### src/rtl/prog_loader_pkg.sv
// Shared definitions for the multi-bank program loader: FSM encoding, error
// codes and the default end-of-image marker.
package prog_loader_pkg;

  localparam logic [2:0] ST_IDLE  = 3'd0;
  localparam logic [2:0] ST_HDR   = 3'd1;
  localparam logic [2:0] ST_DATA  = 3'd2;
  localparam logic [2:0] ST_WRITE = 3'd3;
  localparam logic [2:0] ST_DONE  = 3'd4;
  localparam logic [2:0] ST_ERR   = 3'd5;

  typedef enum logic [1:0] {
    ERR_NONE = 2'd0,
    ERR_BANK = 2'd1,
    ERR_OVF  = 2'd2,
    ERR_TMO  = 2'd3
  } err_e;

  // Wide enough for the largest DATA_WIDTH; only the low DATA_WIDTH bits are compared.
  localparam logic [63:0] END_MARKER_DEFAULT = 64'h0000_0000_0000_0FFF;

endpackage

### src/rtl/prog_word_packer.sv
// Packs a byte stream little-endian into DATA_WIDTH words. word_vld_o flags the
// byte that completes a word; the finished word is on word_o from the next cycle.
module prog_word_packer #(
  parameter int DATA_WIDTH = 32
) (
  input  logic                  clk_i,
  input  logic                  rst_i,
  input  logic                  clr_i,
  input  logic                  byte_vld_i,
  input  logic [7:0]            byte_i,
  output logic                  word_vld_o,
  output logic [DATA_WIDTH-1:0] word_o
);

  localparam int NUM_BYTES = DATA_WIDTH / 8;
  localparam int CNT_W     = (NUM_BYTES > 1) ? $clog2(NUM_BYTES) : 1;

  logic [CNT_W-1:0]      cnt_q, cnt_d;
  logic [DATA_WIDTH-1:0] word_q, word_d;
  logic [DATA_WIDTH+7:0] shifted;
  logic                  last_byte;

  assign last_byte = (cnt_q == CNT_W'(NUM_BYTES - 1));
  // New bytes enter at the top, so the first byte ends up in bits [7:0].
  assign shifted   = {byte_i, word_q} >> 8;

  // NOTE: every always_comb output gets a default first, so no latch is inferred.
  always_comb begin
    cnt_d      = cnt_q;
    word_d     = word_q;
    word_vld_o = 1'b0;
    if (clr_i) begin
      cnt_d = '0;
    end else if (byte_vld_i) begin
      word_d = shifted[DATA_WIDTH-1:0];
      if (last_byte) begin
        cnt_d      = '0;
        word_vld_o = 1'b1;
      end else begin
        cnt_d = cnt_q + CNT_W'(1);
      end
    end
  end

  // NOTE: state registers use non-blocking assignments only.
  always_ff @(posedge clk_i or posedge rst_i) begin
    if (rst_i) begin
      cnt_q  <= '0;
      word_q <= '0;
    end else begin
      cnt_q  <= cnt_d;
      word_q <= word_d;
    end
  end

  assign word_o = word_q;

endmodule

### src/rtl/prog_loader.sv
// Multi-bank program loader: header byte selects the target SRAM, payload bytes
// are packed into words and written until the end marker, with error reporting.
module prog_loader
  import prog_loader_pkg::*;
#(
  parameter int          DATA_WIDTH     = 32,
  parameter int          ADDR_WIDTH     = 12,
  parameter int          DEPTH          = 2048,
  parameter int          NUM_BANKS      = 2,
  parameter logic [63:0] END_MARKER     = END_MARKER_DEFAULT,
  parameter int unsigned TIMEOUT_CYCLES = 1_000_000
) (
  input  logic                  clk_i,
  input  logic                  rst_i,
  input  logic                  prog_i,
  input  logic                  rx_dv_i,
  input  logic [7:0]            rx_byte_i,
  output logic [NUM_BANKS-1:0]  we_o,
  output logic [ADDR_WIDTH-1:0] addr_o,
  output logic [DATA_WIDTH-1:0] wdata_o,
  output logic                  prog_rst_no,
  output logic                  busy_o,
  output logic                  done_o,
  output logic [1:0]            err_o,
  output logic [ADDR_WIDTH:0]   words_o
);

  localparam int                BANK_W   = (NUM_BANKS > 1) ? $clog2(NUM_BANKS) : 1;
  localparam logic [ADDR_WIDTH:0] DEPTH_C = (ADDR_WIDTH + 1)'(DEPTH);
  localparam logic [31:0]       TMO_LAST = (TIMEOUT_CYCLES == 0) ? 32'd0 : 32'(TIMEOUT_CYCLES - 1);

  logic [2:0]            state_q, state_d;
  logic [BANK_W-1:0]     bank_q, bank_d;
  logic [ADDR_WIDTH:0]   cnt_q, cnt_d;
  logic [NUM_BANKS-1:0]  we_q, we_d;
  logic [ADDR_WIDTH-1:0] addr_q, addr_d;
  logic [DATA_WIDTH-1:0] wdata_q, wdata_d;
  logic                  prst_n_q, prst_n_d;
  logic                  done_q, done_d;
  err_e                  err_q, err_d;
  logic [31:0]           idle_q;

  logic                  in_payload, counting, tmo_hit, word_vld, is_marker;
  logic [DATA_WIDTH-1:0] word;

  assign in_payload = (state_q == ST_DATA) || (state_q == ST_WRITE);
  assign counting   = (state_q == ST_HDR) || (state_q == ST_DATA);
  assign tmo_hit    = (TIMEOUT_CYCLES != 0) && counting && !rx_dv_i && (idle_q == TMO_LAST);
  assign is_marker  = (word == END_MARKER[DATA_WIDTH-1:0]);

  prog_word_packer #(.DATA_WIDTH(DATA_WIDTH)) u_packer (
    .clk_i      (clk_i),
    .rst_i      (rst_i),
    .clr_i      (!in_payload),
    .byte_vld_i (rx_dv_i && in_payload),
    .byte_i     (rx_byte_i),
    .word_vld_o (word_vld),
    .word_o     (word)
  );

  always_comb begin
    state_d  = state_q;
    bank_d   = bank_q;
    cnt_d    = cnt_q;
    we_d     = '0;
    addr_d   = addr_q;
    wdata_d  = wdata_q;
    prst_n_d = prst_n_q;
    done_d   = 1'b0;
    err_d    = err_q;
    case (state_q)
      ST_IDLE: if (prog_i) begin
        state_d  = ST_HDR;
        prst_n_d = 1'b0;
        err_d    = ERR_NONE;
        cnt_d    = '0;
      end
      ST_HDR, ST_DATA: begin
        if (!prog_i) begin
          state_d  = ST_IDLE;
          prst_n_d = 1'b1;
        end else if (state_q == ST_HDR && rx_dv_i) begin
          if (rx_byte_i < 8'(NUM_BANKS)) begin
            bank_d  = rx_byte_i[BANK_W-1:0];
            state_d = ST_DATA;
          end else begin
            err_d   = ERR_BANK;
            state_d = ST_ERR;
          end
        end else if (word_vld) begin
          state_d = ST_WRITE;
        end else if (tmo_hit) begin
          err_d   = ERR_TMO;
          state_d = ST_ERR;
        end
      end
      ST_WRITE: begin
        // An abort lets a pending write land but never reports done or an error.
        if (is_marker) begin
          state_d  = prog_i ? ST_DONE : ST_IDLE;
          done_d   = prog_i;
          prst_n_d = 1'b1;
        end else if (cnt_q == DEPTH_C) begin
          state_d  = prog_i ? ST_ERR : ST_IDLE;
          err_d    = prog_i ? ERR_OVF : err_q;
          prst_n_d = !prog_i;
        end else begin
          we_d[bank_q] = 1'b1;
          addr_d       = cnt_q[ADDR_WIDTH-1:0];
          wdata_d      = word;
          cnt_d        = cnt_q + 1'b1;
          state_d      = prog_i ? ST_DATA : ST_IDLE;
          prst_n_d     = !prog_i;
        end
      end
      ST_DONE: if (!prog_i) state_d = ST_IDLE;
      ST_ERR: if (!prog_i) begin
        state_d  = ST_IDLE;
        prst_n_d = 1'b1;
      end
      default: begin
        state_d  = ST_IDLE;
        prst_n_d = 1'b1;
      end
    endcase
  end

  always_ff @(posedge clk_i or posedge rst_i) begin
    if (rst_i) begin
      state_q  <= ST_IDLE;
      bank_q   <= '0;
      cnt_q    <= '0;
      we_q     <= '0;
      addr_q   <= '0;
      wdata_q  <= '0;
      prst_n_q <= 1'b1;
      done_q   <= 1'b0;
      err_q    <= ERR_NONE;
    end else begin
      state_q  <= state_d;
      bank_q   <= bank_d;
      cnt_q    <= cnt_d;
      we_q     <= we_d;
      addr_q   <= addr_d;
      wdata_q  <= wdata_d;
      prst_n_q <= prst_n_d;
      done_q   <= done_d;
      err_q    <= err_d;
    end
  end

  // Idle gap counter between received bytes while a session is waiting for input.
  always_ff @(posedge clk_i or posedge rst_i) begin
    if (rst_i)                     idle_q <= '0;
    else if (!counting || rx_dv_i) idle_q <= '0;
    else                           idle_q <= idle_q + 32'd1;
  end

  assign we_o        = we_q;
  assign addr_o      = addr_q;
  assign wdata_o     = wdata_q;
  assign prog_rst_no = prst_n_q;
  assign busy_o      = (state_q != ST_IDLE) && (state_q != ST_DONE);
  assign done_o      = done_q;
  assign err_o       = err_q;
  assign words_o     = cnt_q;

endmodule

### config.mk
export PLATFORM = sky130hd
export DESIGN_NAME = prog_loader
export DESIGN_NICKNAME = d
export VERILOG_FILES = /design/src/rtl/prog_loader_pkg.sv /design/src/rtl/prog_word_packer.sv /design/src/rtl/prog_loader.sv
export SDC_FILE = /design/constraint.sdc
export NUM_CORES = 1
export LEC_CHECK = 0
export BUFFER_PORTS_ARGS = -buffer_cell sky130_fd_sc_hd__buf_2
export CAP_MARGIN = 0
export CELL_PAD_IN_SITES_DETAIL_PLACEMENT = 2
export CELL_PAD_IN_SITES_GLOBAL_PLACEMENT = 2
export CORE_ASPECT_RATIO = 1.5
export CORE_MARGIN = 2
export CORE_UTILIZATION = 43
export CTS_BUF_LIST = sky130_fd_sc_hd__clkbuf_4 sky130_fd_sc_hd__clkbuf_8
export CTS_CLUSTER_SIZE = 12
export DETAILED_ROUTE_END_ITERATION = 12
export HOLD_SLACK_MARGIN = 0.06
export PLACE_DENSITY = 0.84
export SLEW_MARGIN = 15
export SYNTH_ARGS = -nofsm -noshare
export SYNTH_HDL_FRONTEND = slang
export SYNTH_SLANG_ARGS = --single-unit
### constraint.sdc
create_clock -name clk_i -period 8.65 [get_ports clk_i]
set_input_delay 0 -clock clk_i [delete_from_list [all_inputs] [get_ports clk_i]]
set_output_delay 0 -clock clk_i [all_outputs]
set_load 0.05 [all_outputs]
==> impl_metrics.tcl <==
set metrics [dict create \
    m1WireLength_um 6609 \
    status "complete, no violations" \
    vias 4330 \
    syn_area_um2 5927 \
    fmax_mhz 363.5 \
    fin_skew_ns 0.008158 \
    crit_path_cell_trace "and3b_1, and4_4, or3_1, nor3b_1, nand4_1, mux2i_1" \
    die_x_um 99.86 \
    die_area_um2 14760 \
    overflow 0 \
    diodes 0 \
    n_fill_cell 1332 \
    clock-sinks 133 \
    grtUsageTotal_pct 24.61 \
    yosysTopAreaCellShare_pct 55.73 \
    cp_slowest_cell "dfrtp_1" \
    wl_met2_um 9824 \
    design_area_um2 6954 \
    htree_num_levels 4 \
    worstMarginPinSlew_ns 1.133 \
    route.met3.wl_um 423 \
    rsz0062_at_grt "false" \
    drt_wl_total_um 17190 \
    r2r_cells 6 \
    cp-end-kind "flop" \
    first_pass_iters 4 \
    crit_fanout 15 \
    cts_buffers 17 \
    relSlewSlack_pct 24.44 \
    synth.distinct_cells 52 \
    finalSetupViolCount 0 \
    ys.flop_type "dfrtp_1" \
    startpoint_type "flop" \
    clockRootBuffer "clkbuf_8" \
    placed_cell_area_um2 6401 \
    syn2layout_area_growth_pct 17.33 \
    ir_drop_uv 120.8 \
    viasPerCell 5.720 \
    hold_path.class "primary input to async pin" \
    yosysMostFrequentCell "dfrtp_1" \
    dp_hpwl_um 11260 \
    grt_max_degree 82 \
    cts_tree "built" \
    grt_pass1_wl_um 27610 \
    post-cts-setup-buffers 0 \
    hold_viol_final 0 \
    yosysTopAreaCell "dfrtp_1" \
    wl_per_cell_um 22.71 \
    crit_arrival_ns 3.11 \
    period_share_pct 31.81 \
    syn_inst 493 \
    slew_viol_final 0 \
    initial_utilization_pct 44.01 \
    ioPinCount 76 \
    antenna_found_initial 0 \
    nets 598 \
    finalSetupTns_ns 0 \
    path_class "flop to flop" \
    power.density_nw_per_um2 218.9 \
    reg2reg_from "state_q[2]" \
    place_congestion 0.7893 \
    place_ws_ns 5.985 \
    avgSynthCellArea_um2 12.02 \
    cpPeakStageDelay_ns 0.60 \
    drv_cap 0 \
    r2r_end "words_o[12]" \
    synth_commonest_cells "132 x dfrtp_1, 76 x mux2_2, 46 x nor2_1, 23 x nand2_1, 18 x xor2_1" \
    grt_pass1_vias 4954 \
    drc_errors 0 \
    top_layer "met4" \
    yosys_warnings 0 \
    ys_async_sr_fraction_pct 100.0 \
    clock_latency_ns 0.45 \
    path_clk_slew_ns 0.08 \
    synth.ff_latch_count 133 \
    synth_edf_count 0 \
    io_buffers 75 \
    core_um2 13470 \
    clock_path_buffers 2 \
    synth_fp_nets 509 \
    min_period_ns 2.751 \
    reg2reg_slack_ns 5.90 \
    antenna_left 0 \
    synthTopCellsByArea "dfrtp_1 56%, mux2_2 14%, nor2_1 2.9%" \
    worstPathRequired_ns 9.00 \
    die_y_um 147.8 \
    dr.first_iter.drc_count 159 \
    ys_seq_area_share_pct 56.17 \
    setup_ws_ns 5.899 \
    placementRows 52 \
    p_leak_nw 3.384 \
    drive_above_1_share_pct 33.28 \
]
==> per-layer routing <==
metal / global-route usage, % / vias up
met5: 0 / -
li1: - / 1926
met4: 8.493 / 0
met3: 4.397 / 30
met1: 27.54 / 2295
met2: 46.22 / 79
==> worst max path at each step <==
stage | cells after the start | slack [ns] | end | from
2_1_floorplan | 1 | 5.10 | addr_o[0] | rst_i
3_3_place_gp | 5 | 6.03 | wdata_o[30] | u_packer.word_o[14]
3_5_place_dp | 6 | 5.98 | idle_q[30] | idle_q[0]
4_1_cts | 6 | 5.88 | addr_o[3] | u_packer.word_o[12]
5_1_grt | 6 | 5.75 | addr_o[3] | u_packer.word_o[12]
6_report | 6 | 5.90 | words_o[12] | state_q[2]
==> layout by cell type (no fill, tap or decap), types with 3 or more instances in the layout <==
| master | instances |
|---|---|
| mux2i_1 | 4 |
| or3_1 | 9 |
| bufinv_16 | 3 |
| ha_1 | 4 |
| nand2b_1 | 5 |
| clkinvlp_4 | 4 |
| mux2_2 | 76 |
| dfrtp_1 | 132 |
| nor2_1 | 46 |
| nand4_1 | 14 |
| a21oi_1 | 16 |
| inv_1 | 10 |
| and4_1 | 7 |
| dlygate4sd3_1 | 13 |
| inv_6 | 5 |
| clkbuf_8 | 18 |
| nor4b_1 | 8 |
| xnor2_1 | 15 |
| and3_1 | 6 |
| o21ai_0 | 9 |
| nand2_1 | 23 |
| or2_2 | 3 |
| buf_2 | 75 |
| nor2b_1 | 3 |
| nand3_1 | 14 |
| xor2_1 | 18 |
| nor3_1 | 7 |
| nor4_1 | 11 |
==> metrics by stage <==
stage	util, %	hold slack [ns]	instances	total power [W]
final	51.64	0.1977	757	0.001522
after global routing	51.64	0.2488	757	0.001585
after CTS	51.63	0.2273	757	0.001530
after detailed placement	47.53	0.1430	712	0.0009588
after global placement	47.53	0.1224	712	0.0009436
after floorplan	-	0.1505	493	0.0008908
==> what timing repair did <==
action                                 in CTS  in global routing
endpoints found under the hold margin      66                  0
hold buffers                               13                  0
gates resized for setup                     0                  0
==> cells by family (layout without fill, tap and decap cells) <==
family	after synthesis	count (layout)	synth area share, %
AND/OR/NAND/NOR	175	175	16.49
XOR/XNOR	33	33	4.877
multiplexers	80	80	15.12
adder cells (fa/ha/maj)	4	4	0.8445
flip-flops	133	133	56.17
AO/OA/AOI/OAI	37	37	3.758
buffers and inverters	31	133	2.744
==> registers in the layout (all words and copies together), names as in the netlist, 2 cells and up <==
name and count:
addr_o 12, err_o 2, idle_q 32, u_packer.cnt_q 2, u_packer.word_o 32, words_o 13, wdata_o 32, we_o 2
state_q 3
==> worst max-delay path: cells and delay by family, from the launching register on <==
family / cells / cell delay, ns
simple gates: 5 / 1.81
flops: 1 / 0.60
mux: 1 / 0.25
==> where the power goes <==
| group | switching [W] | internal (W) | leakage, nW |
|---|---|---|---|
| clock network | 0.000265 | 0.000296 | 0.203 |
| logic | 0.000174 | 0.0000789 | 1.35 |
| registers | 0.0000487 | 0.000659 | 1.83 |
| total | 0.000488 | 0.00103 | 3.38 |
==> final cells by class <==
| class | count | area (µm²) | share of cell area (%) |
|---|---|---|---|
| Clock buffer | 18 | 247.7 | 3.562 |
| Clock inverter | 14 | 173.9 | 2.501 |
| Inverter | 11 | 43.79 | 0.6297 |
| Multi-Input combinational cell | 329 | 2436 | 35.03 |
| Sequential cell | 133 | 3329 | 47.88 |
| Tap cell | 162 | 202.7 | 2.915 |
| Timing Repair Buffer | 90 | 520.5 | 7.485 |
No activity file was read; power rests on OpenSTA's default activity.
